<file path="src/rtl/uart_mmio.sv">
// Memory-mapped UART controller: decodes CPU data/status accesses, queues stores in a TX FIFO
// and drives the rdn/wrn strobe handshake toward the external UART chip on Ram1Data[7:0].
module uart_mmio #(
  parameter logic [15:0] ADDR_DATA  = 16'hBF00,
  parameter logic [15:0] ADDR_STAT  = 16'hBF01,
  parameter int          FIFO_DEPTH = 4,
  parameter int          STROBE_CYC = 2,
  parameter int          SETUP_CYC  = 1
) (
  input  logic        CLK,
  input  logic        RST,
  input  logic        req_i,
  input  logic [15:0] addr_i,
  input  logic [15:0] wdata_i,
  input  logic        isread_i,
  input  logic        iswrite_i,
  output logic [15:0] rdata_o,
  output logic        busy_o,
  input  logic        data_ready_i,
  input  logic        tbre_i,
  input  logic        tsre_i,
  output logic        rdn_o,
  output logic        wrn_o,
  output logic [7:0]  bus_o,
  output logic        bus_oe_o,
  input  logic [7:0]  bus_i
);

  localparam int AW = $clog2(FIFO_DEPTH);
  localparam int CW = 8;

  typedef enum logic [2:0] {
    IDLE, RD_WAIT, RD_STROBE, RD_DONE, WR_SETUP, WR_STROBE, WR_TBRE, WR_TSRE
  } state_t;

  state_t        state_q;
  logic [AW:0]   wrPtr_q, wrPtr_d;
  logic [AW:0]   rdPtr_q, rdPtr_d;
  logic [7:0]    fifoMem_q [FIFO_DEPTH];
  logic [7:0]    rxLatch_q;
  logic [7:0]    bus_q;
  logic          rdn_q, wrn_q, busOe_q;
  logic [CW-1:0] cnt_q;

  logic hitData, hitStat, readPending;
  logic fifoEmpty, fifoFull, push, pop;
  logic unusedWdata;

  assign hitData     = req_i && (addr_i == ADDR_DATA);
  assign hitStat     = req_i && (addr_i == ADDR_STAT);
  assign readPending = hitData && isread_i;
  assign unusedWdata = ^wdata_i[15:8];

  // The extra pointer MSB distinguishes a full FIFO from an empty one.
  assign fifoEmpty = (wrPtr_q == rdPtr_q);
  assign fifoFull  = (wrPtr_q[AW] != rdPtr_q[AW]) && (wrPtr_q[AW-1:0] == rdPtr_q[AW-1:0]);

  assign pop  = (state_q == IDLE) && !readPending && !fifoEmpty;
  assign push = hitData && iswrite_i && (!fifoFull || pop);

  always_comb begin
    wrPtr_d = wrPtr_q;
    rdPtr_d = rdPtr_q;
    if (push) wrPtr_d = wrPtr_q + {{AW{1'b0}}, 1'b1};
    if (pop)  rdPtr_d = rdPtr_q + {{AW{1'b0}}, 1'b1};
  end

  always_ff @(posedge CLK or posedge RST) begin
    if (RST) begin
      wrPtr_q <= '0;
      rdPtr_q <= '0;
    end else begin
      wrPtr_q <= wrPtr_d;
      rdPtr_q <= rdPtr_d;
    end
  end

  // Storage needs no reset; the pointers alone define which entries are live.
  always_ff @(posedge CLK) begin
    if (push) fifoMem_q[wrPtr_q[AW-1:0]] <= wdata_i[7:0];
  end

  always_ff @(posedge CLK or posedge RST) begin
    if (RST) begin
      state_q   <= IDLE;
      rdn_q     <= 1'b1;
      wrn_q     <= 1'b1;
      busOe_q   <= 1'b0;
      bus_q     <= '0;
      rxLatch_q <= '0;
      cnt_q     <= '0;
    end else begin
      case (state_q)
        IDLE: begin
          if (readPending) begin
            state_q <= RD_WAIT;
          end else if (pop) begin
            bus_q   <= fifoMem_q[rdPtr_q[AW-1:0]];
            busOe_q <= 1'b1;
            cnt_q   <= CW'(SETUP_CYC - 1);
            state_q <= WR_SETUP;
          end
        end
        RD_WAIT: begin
          busOe_q <= 1'b0;
          if (data_ready_i) begin
            rdn_q   <= 1'b0;
            cnt_q   <= CW'(STROBE_CYC - 1);
            state_q <= RD_STROBE;
          end
        end
        RD_STROBE: begin
          if (cnt_q == '0) begin
            rxLatch_q <= bus_i;
            rdn_q     <= 1'b1;
            state_q   <= RD_DONE;
          end else begin
            cnt_q <= cnt_q - CW'(1);
          end
        end
        RD_DONE: state_q <= IDLE;
        WR_SETUP: begin
          if (cnt_q == '0) begin
            wrn_q   <= 1'b0;
            cnt_q   <= CW'(STROBE_CYC - 1);
            state_q <= WR_STROBE;
          end else begin
            cnt_q <= cnt_q - CW'(1);
          end
        end
        WR_STROBE: begin
          if (cnt_q == '0) begin
            wrn_q   <= 1'b1;
            busOe_q <= 1'b0;
            state_q <= WR_TBRE;
          end else begin
            cnt_q <= cnt_q - CW'(1);
          end
        end
        WR_TBRE: if (tbre_i) state_q <= WR_TSRE;
        WR_TSRE: if (tsre_i) state_q <= IDLE;
        default: state_q <= IDLE;
      endcase
    end
  end

  assign rdn_o    = rdn_q;
  assign wrn_o    = wrn_q;
  assign bus_o    = bus_q;
  assign bus_oe_o = busOe_q;

  assign busy_o = (hitData && iswrite_i && fifoFull && !pop) ||
                  (readPending && (state_q != RD_DONE));

  always_comb begin
    rdata_o = '0;
    if (hitStat && isread_i)
      rdata_o = {14'b0, data_ready_i, ~fifoFull};
    else if (readPending && (state_q == RD_DONE))
      rdata_o = {8'b0, rxLatch_q};
  end

endmodule

</file>
<file path="config.mk">
export PLATFORM = sky130hd
export DESIGN_NAME = uart_mmio
export DESIGN_NICKNAME = d
export VERILOG_FILES = /design/src/rtl/uart_mmio.sv
export SDC_FILE = /design/constraint.sdc
export NUM_CORES = 1
export LEC_CHECK = 0
export BUFFER_PORTS_ARGS = -buffer_cell sky130_fd_sc_hd__buf_2
export CAP_MARGIN = 20
export CORE_AREA = 10 10 100 102
export CTS_CLUSTER_SIZE = 28
export DETAILED_ROUTE_END_ITERATION = 8
export DIE_AREA = 0 0 110 112
export GPL_ROUTABILITY_DRIVEN = 1
export PLACE_DENSITY_LB_ADDON = 0.08
export SYNTH_ARGS = -nofsm -noshare
export SYNTH_HDL_FRONTEND = slang
export SYNTH_SLANG_ARGS = --single-unit
</file>
<file path="constraint.sdc">
create_clock -name CLK -period 5.5 [get_ports CLK]
set_clock_uncertainty 0.05 [all_clocks]
set_input_delay 1.65 -clock CLK [delete_from_list [all_inputs] [get_ports CLK]]
set_output_delay 1.65 -clock CLK [all_outputs]
set_load 0.1 [all_outputs]
</file>
== Yosys cells after proc, flatten, opt, wreduce, memory -nomap -nowiden ==
Memory sizes are Yosys's and may differ from the RTL's. A register that Yosys moved wholly into a read port is not among the register bits.
Index checks and enable logic that the tools add are counted.

* Add/subtract/negate cells: 3
* Multiply operators: 0
* Div/mod/pow operators: 0
* Order comparisons: 0
* Equality and inequality tests: 23
* Shifts and indexed selects: 0
* Muxes and demuxes: 27
* Bitwise gates (word level): 2
* Reduce and logical (&&, ||, !) cells: 33

{| class="wikitable"
|+ Operators by type and width
! operator !! count
|-
| $mux 8 || 7
|-
| $eq 16x16->1 const B || 2
|-
| $pmux 8 s4 || 1
|-
| $mux 3 || 8
|-
| $pmux 3 s8 || 1
|-
| $ne 2x2->1 const B || 9
|-
| $logic_and 1x1->1 || 13
|-
| $eq 3x3->1 const B || 4
|-
| $reduce_and 3->1 || 3
|-
| $logic_not 8->1 || 1
|-
| $sub 8x1->8 const B || 1
|-
| $mux 1 || 7
|-
| $reduce_and 7->1 || 1
|-
| $add 3x1->3 const B || 2
|-
| $eq 3x2->1 const B || 2
|-
| $reduce_and 5->1 || 1
|-
| $logic_not 1->1 || 4
|-
| $pmux 1 s2 || 2
|-
| $reduce_and 4->1 || 1
|-
| $reduce_bool 2->1 || 2
|-
| $reduce_bool 4->1 || 1
|-
| $eq 3x1->1 const B || 1
|-
| $eq 3x3->1 || 1
|-
| $logic_not 3->1 || 1
|-
| 10 further kinds || 12
|}

* Register bits after elaboration: 28
* Latch bits: 0
* RAM bits: 32
* ROM bits: 0
* Input port bits: 48
* Output and inout port bits: 28
* Logic and storage cells: 97
* Memories: 1

{| class="wikitable"
|+ Memories
! name !! depth !! width !! read ports !! clocked after Yosys merged registers in !! wr ports !! line !! RTL
|-
| fifoMem_q || 4 || 8 || 1 || 1 || 1 || 39 || <nowiki>logic [7:0] fifoMem_q [FIFO_DEPTH];</nowiki>
|}

== Longest topological paths before layout ==
* Word-level depth: 10
* Mapped depth: 9
* Gate-level depth less buffers: 7

== Least setup slack after synthesis ==
OpenSTA, ideal clock, no wires.

* Path kind: input to output
* Start point: input addr_i[4]
* End point: output busy_o
* Data arrival time: 4.356 ns
* Data required time: 3.800 ns
* Path slack: -0.556 ns
* Stages: 5
* Buffers on the path: 0
* Path through: or4b_1 -> nor4_4 -> and3_1 -> a21oi_1 -> a21oi_1

* Cells in the longest elaborated chain, start to end: 9
* Elaborated cells on any way between the ends: 12
* Those cells by class: eq/ne (1); reduce/logical (11)

{| class="wikitable"
|+ Ends and longest elaborated chain
! item !! line !! RTL
|-
| start: declaration || 13 || <nowiki>input logic [15:0] addr_i,</nowiki>
|-
| $eq 16x16->1 (*) || 49 || <nowiki>assign hitData = req_i && (addr_i == ADDR_DATA);</nowiki>
|-
| $logic_and 1x1->1 (*) || 49 ||
|-
| $logic_and 1x1->1 || 51 || <nowiki>assign readPending = hitData && isread_i;</nowiki>
|-
| $logic_not 1->1 || 58 || <nowiki>assign pop = (state_q == IDLE) && !readPending && !fifoEmpty;</nowiki>
|-
| $logic_and 1x1->1 (2 in a row) || 58 ||
|-
| $logic_not 1->1 || 152 || <nowiki>assign busy_o = (hitData && iswrite_i && fifoFull && !pop) ||</nowiki>
|-
| $logic_and 1x1->1 || 152 ||
|-
| $logic_or 1x1->1 (*) || 152 ||
|-
| end: declaration || 18 || <nowiki>output logic busy_o,</nowiki>
|}

Every way passes the cells marked *; elsewhere a longest branch is shown, timed or not.

== Worst setup path in the final report ==
* Start point: input addr_i[4]
* End point: output rdata_o[2]

* Cells in the longest elaborated chain, start to end: 6
* Elaborated cells on any way between the ends: 9
* Those cells by class: eq/ne (2); mux (2); reduce/logical (5)

{| class="wikitable"
|+ Ends and longest elaborated chain
! item !! line !! RTL
|-
| $eq 16x16->1 || 49 ||
|-
| $logic_and 1x1->1 || 49 ||
|-
| $logic_and 1x1->1 || 51 ||
|-
| $logic_and 1x1->1 || 159 || <nowiki>else if (readPending && (state_q == RD_DONE))</nowiki>
|-
| $mux 8 || 159 ||
|-
| $mux 8 (*) || 157 || <nowiki>if (hitStat && isread_i)</nowiki>
|-
| end: declaration || 17 || <nowiki>output logic [15:0] rdata_o,</nowiki>
|}

Marked as above.

==> flow_metrics.env <==
export IMPL_track_usage=0.123
export IMPL_synth_cells=243
export IMPL_cts_max_level=3
export IMPL_finalSetupTns_ns=0
export IMPL_synthArstFlopShare=0.529
export IMPL_power_density_nw_per_um2=517
export IMPL_grt_pass1_vias=2370
export IMPL_layout_cells_non_filler=418
export IMPL_min_from="rdPtr_q[2]"
export IMPL_post_cts_buffers=0
export IMPL_antenna_found_initial=0
export IMPL_outcome="finished clean"
export IMPL_clkPwrFrac=0.205
export IMPL_drive_gt1_frac=0.387
export IMPL_ctsResizeCount=0
export IMPL_drc_errors=0
export IMPL_rows=33
export IMPL_yosysSeqAreaShare=0.573
export IMPL_drtPass1Iterations=4
export IMPL_p_int_uw=1160
export IMPL_first_iter_violations=52
export IMPL_portBuffers=59
export IMPL_ant_nets=0
export IMPL_drt_total_wl_um=7150
export IMPL_ctsLongestPathBuffers=2
export IMPL_vias_per_cell=5.18
export IMPL_switching_share=0.439
export IMPL_drv_cap=0
export IMPL_cts_reportedPaths_clkPinSlew_ns=0.07
export IMPL_n_antenna_cell=0
export IMPL_crit_arrival_ns=3.64
export IMPL_p_seq_frac=0.379
export IMPL_utilization=0.497
export IMPL_clk_latency_ns=0.34
export IMPL_place_area_um2=3790
export IMPL_cp_required_ns=3.80
export IMPL_fin_crit_ns=5.34
export IMPL_clkSinkCount=68
export IMPL_gr_total_overflow=0
export IMPL_die_width_um=110
export IMPL_core_area_um2=8050
export IMPL_io_pins=76
export IMPL_root_buffer="clkbuf_8"
export IMPL_synth_edf_count=32
export IMPL_initial_core_util=0.404
export IMPL_nets=362
export IMPL_gp_congestion=0.847
export IMPL_dieArea_um2=12300
export IMPL_synth_seq_cells=68
export IMPL_cts_tree="done"
export IMPL_fmax_mhz=187
export IMPL_rsz0062_at_grt="no"
export IMPL_hold_viol=0
export IMPL_dp_hpwl_um=5100
export IMPL_synthFlopType="dfrtp_1"
export IMPL_leakage_uw=0.00170
export IMPL_ir_drop_mv=0.259
export IMPL_area_delta_synth_final_pct=23.0
export IMPL_worst_pin_slew_ns=0.739
export IMPL_cts_inserted_buffers=9
export IMPL_startpoint_type="input pin"
export IMPL_ys_types=53
export IMPL_p_comb_frac=0.416
export IMPL_wl_per_cell_um=17.1
export IMPL_setup_worst_path_start="addr_i[4]"
export IMPL_ff_latch_area_um2=1860
export IMPL_final_area_um2=4000
export IMPL_hold_path_class="reg2reg"
export IMPL_r2r_start="cnt_q[0]"
export IMPL_syn_area_per_cell_um2=13.4
export IMPL_power_switching_uw=907
export IMPL_grt_pass1_wl_um=12000
export IMPL_fill_cells=724
export IMPL_final_max_slew_viol_count=0
export IMPL_vias=2164
export IMPL_cp_max_fo=8
export IMPL_synth_area_um2=3250
export IMPL_synth_warnings=0
export IMPL_finalCritPeriodShare=0.971
export IMPL_cp_end_kind="output pin"
export IMPL_max_slew_margin_rel=0.506
export IMPL_setup_violations=0
export IMPL_place_inst=402
export IMPL_grt_start_max_net_pins=37
export IMPL_setup_worst_path_class="in2out"
export IMPL_die_h_um=112
export IMPL_holdBufCountCts=0
export IMPL_multi_input_area_um2=1300
[cell families (layout without fill, tap and decap cells)]
kind of cell | Yosys count | in the layout | share of synthesized area
other | 1 | 8 | 0.00115
AOI/OAI and AO/OA | 47 | 47 | 0.104
xor gates and xnor gates | 7 | 7 | 0.0188
buffers and inverters | 26 | 89 | 0.0423
and+or+nand+nor | 59 | 59 | 0.110
adders and majority gates | 7 | 7 | 0.0262
muxes | 28 | 28 | 0.124
DFF | 68 | 68 | 0.573
[power by group through the flow]
stage          Clock (uW)  Sequential, uW  Combinational, uW
3_5_place_dp            0             797                866
6_report              425             784                860
5_1_grt               459             811                935
2_1_floorplan           0             994                505
4_1_cts               439             787                867
3_3_place_gp            0             793                858
[flip-flops by register name (all words and copies together), names as in the netlist]
register / flops
wrPtr_q: 3
wrn_o: 1
rdn_o: 1
rdPtr_q: 3
bus_oe_o: 1
state_q: 3
fifoMem_q: 32
rxLatch_q: 8
cnt_q: 8
bus_o: 8
[routing by layer]
| layer | vias up | global-route usage | routed length (um) |
|---|---|---|---|
| li1 | 1039 | - | - |
| met1 | 1062 | 0.148 | 2950 |
| met2 | 56 | 0.199 | 3560 |
| met3 | 7 | 0.0415 | 541 |
| met4 | 0 | 0.0451 | 93 |
| met5 | - | 0 | 0 |
[Yosys cell counts (3+ instances only)]
library cell | n | area [um2]
dfrtp_1 | 34 | 851
edfxtp_1 | 32 | 961
mux2_2 | 19 | 214
nor2_1 | 12 | 45.0
nand2_1 | 11 | 41.3
buf_4 | 10 | 75.1
inv_1 | 10 | 37.5
and2_1 | 9 | 56.3
o21ai_0 | 9 | 45.0
mux4_2 | 8 | 180
a21oi_1 | 7 | 35.0
and3_1 | 6 | 37.5
ha_1 | 6 | 75.1
a21o_1 | 5 | 37.5
nor3_1 | 5 | 25.0
xor2_1 | 4 | 35.0
a221o_1 | 3 | 30.0
clkbuf_1 | 3 | 11.3
o31ai_1 | 3 | 22.5
xnor2_1 | 3 | 26.3
[cells in the final DEF (no fill, tap or decap), types with 2 or more instances in the layout]
master,instances
a21o_1,5
nor3_1,5
buf_4,4
xnor2_1,3
a221o_1,3
o211ai_1,2
and2_1,3
nand3_1,2
and2_2,6
ha_1,6
a31oi_1,2
clkinv_4,2
dfstp_2,2
or4b_1,2
mux2_2,19
a21oi_1,6
dfrtp_1,34
o22a_1,2
clkbuf_8,9
buf_2,50
nor2b_1,2
inv_6,3
edfxtp_1,32
o31ai_1,3
nor3b_1,2
nor2_1,12
o22ai_1,2
o21ai_0,9
nand4b_1,2
buf_12,9
nand2_1,11
xor2_1,4
mux4_2,8
inv_1,10
conb_1,8
and3_1,6
[through the flow]
step                worst slack, ns  hold slack (ns)  total power [uW]
global route                 0.0283            0.461              2210
floorplan                    0.0623            0.412              1500
CTS                           0.110            0.445              2090
global placement              0.143            0.409              1650
detailed placement            0.128            0.430              1660
finish                        0.159            0.443              2070
[final timing paths]
path                                end  slack, ns  cells past startpoint
max in group asynchronous         wrn_o       3.69                      3
max                          rdata_o[2]       0.16                      8
min reg2reg                  rdPtr_q[2]       0.44                      1
min in group asynchronous  rxLatch_q[3]       1.36                      3
max reg2reg                rxLatch_q[1]       2.55                      6
min                          rdPtr_q[2]       0.44                      1
[final cells by class]
type,count,share of cell area
Inverter,10,0.00938
Clock buffer,9,0.0310
Multi-Input combinational cell,156,0.325
Timing Repair Buffer,63,0.115
Sequential cell,68,0.466
Tap cell,105,0.0328
Clock inverter,7,0.0203
[worst max-delay path, cell delays in order]
cell and delay, ns:
buf_2 0.09, or4b_1 0.57, nor4_4 0.35, and2_1 0.23
nor4b_4 0.21, buf_4 0.19, and2_2 0.17, buf_12 0.17
(Power assumes the default switching activity.)
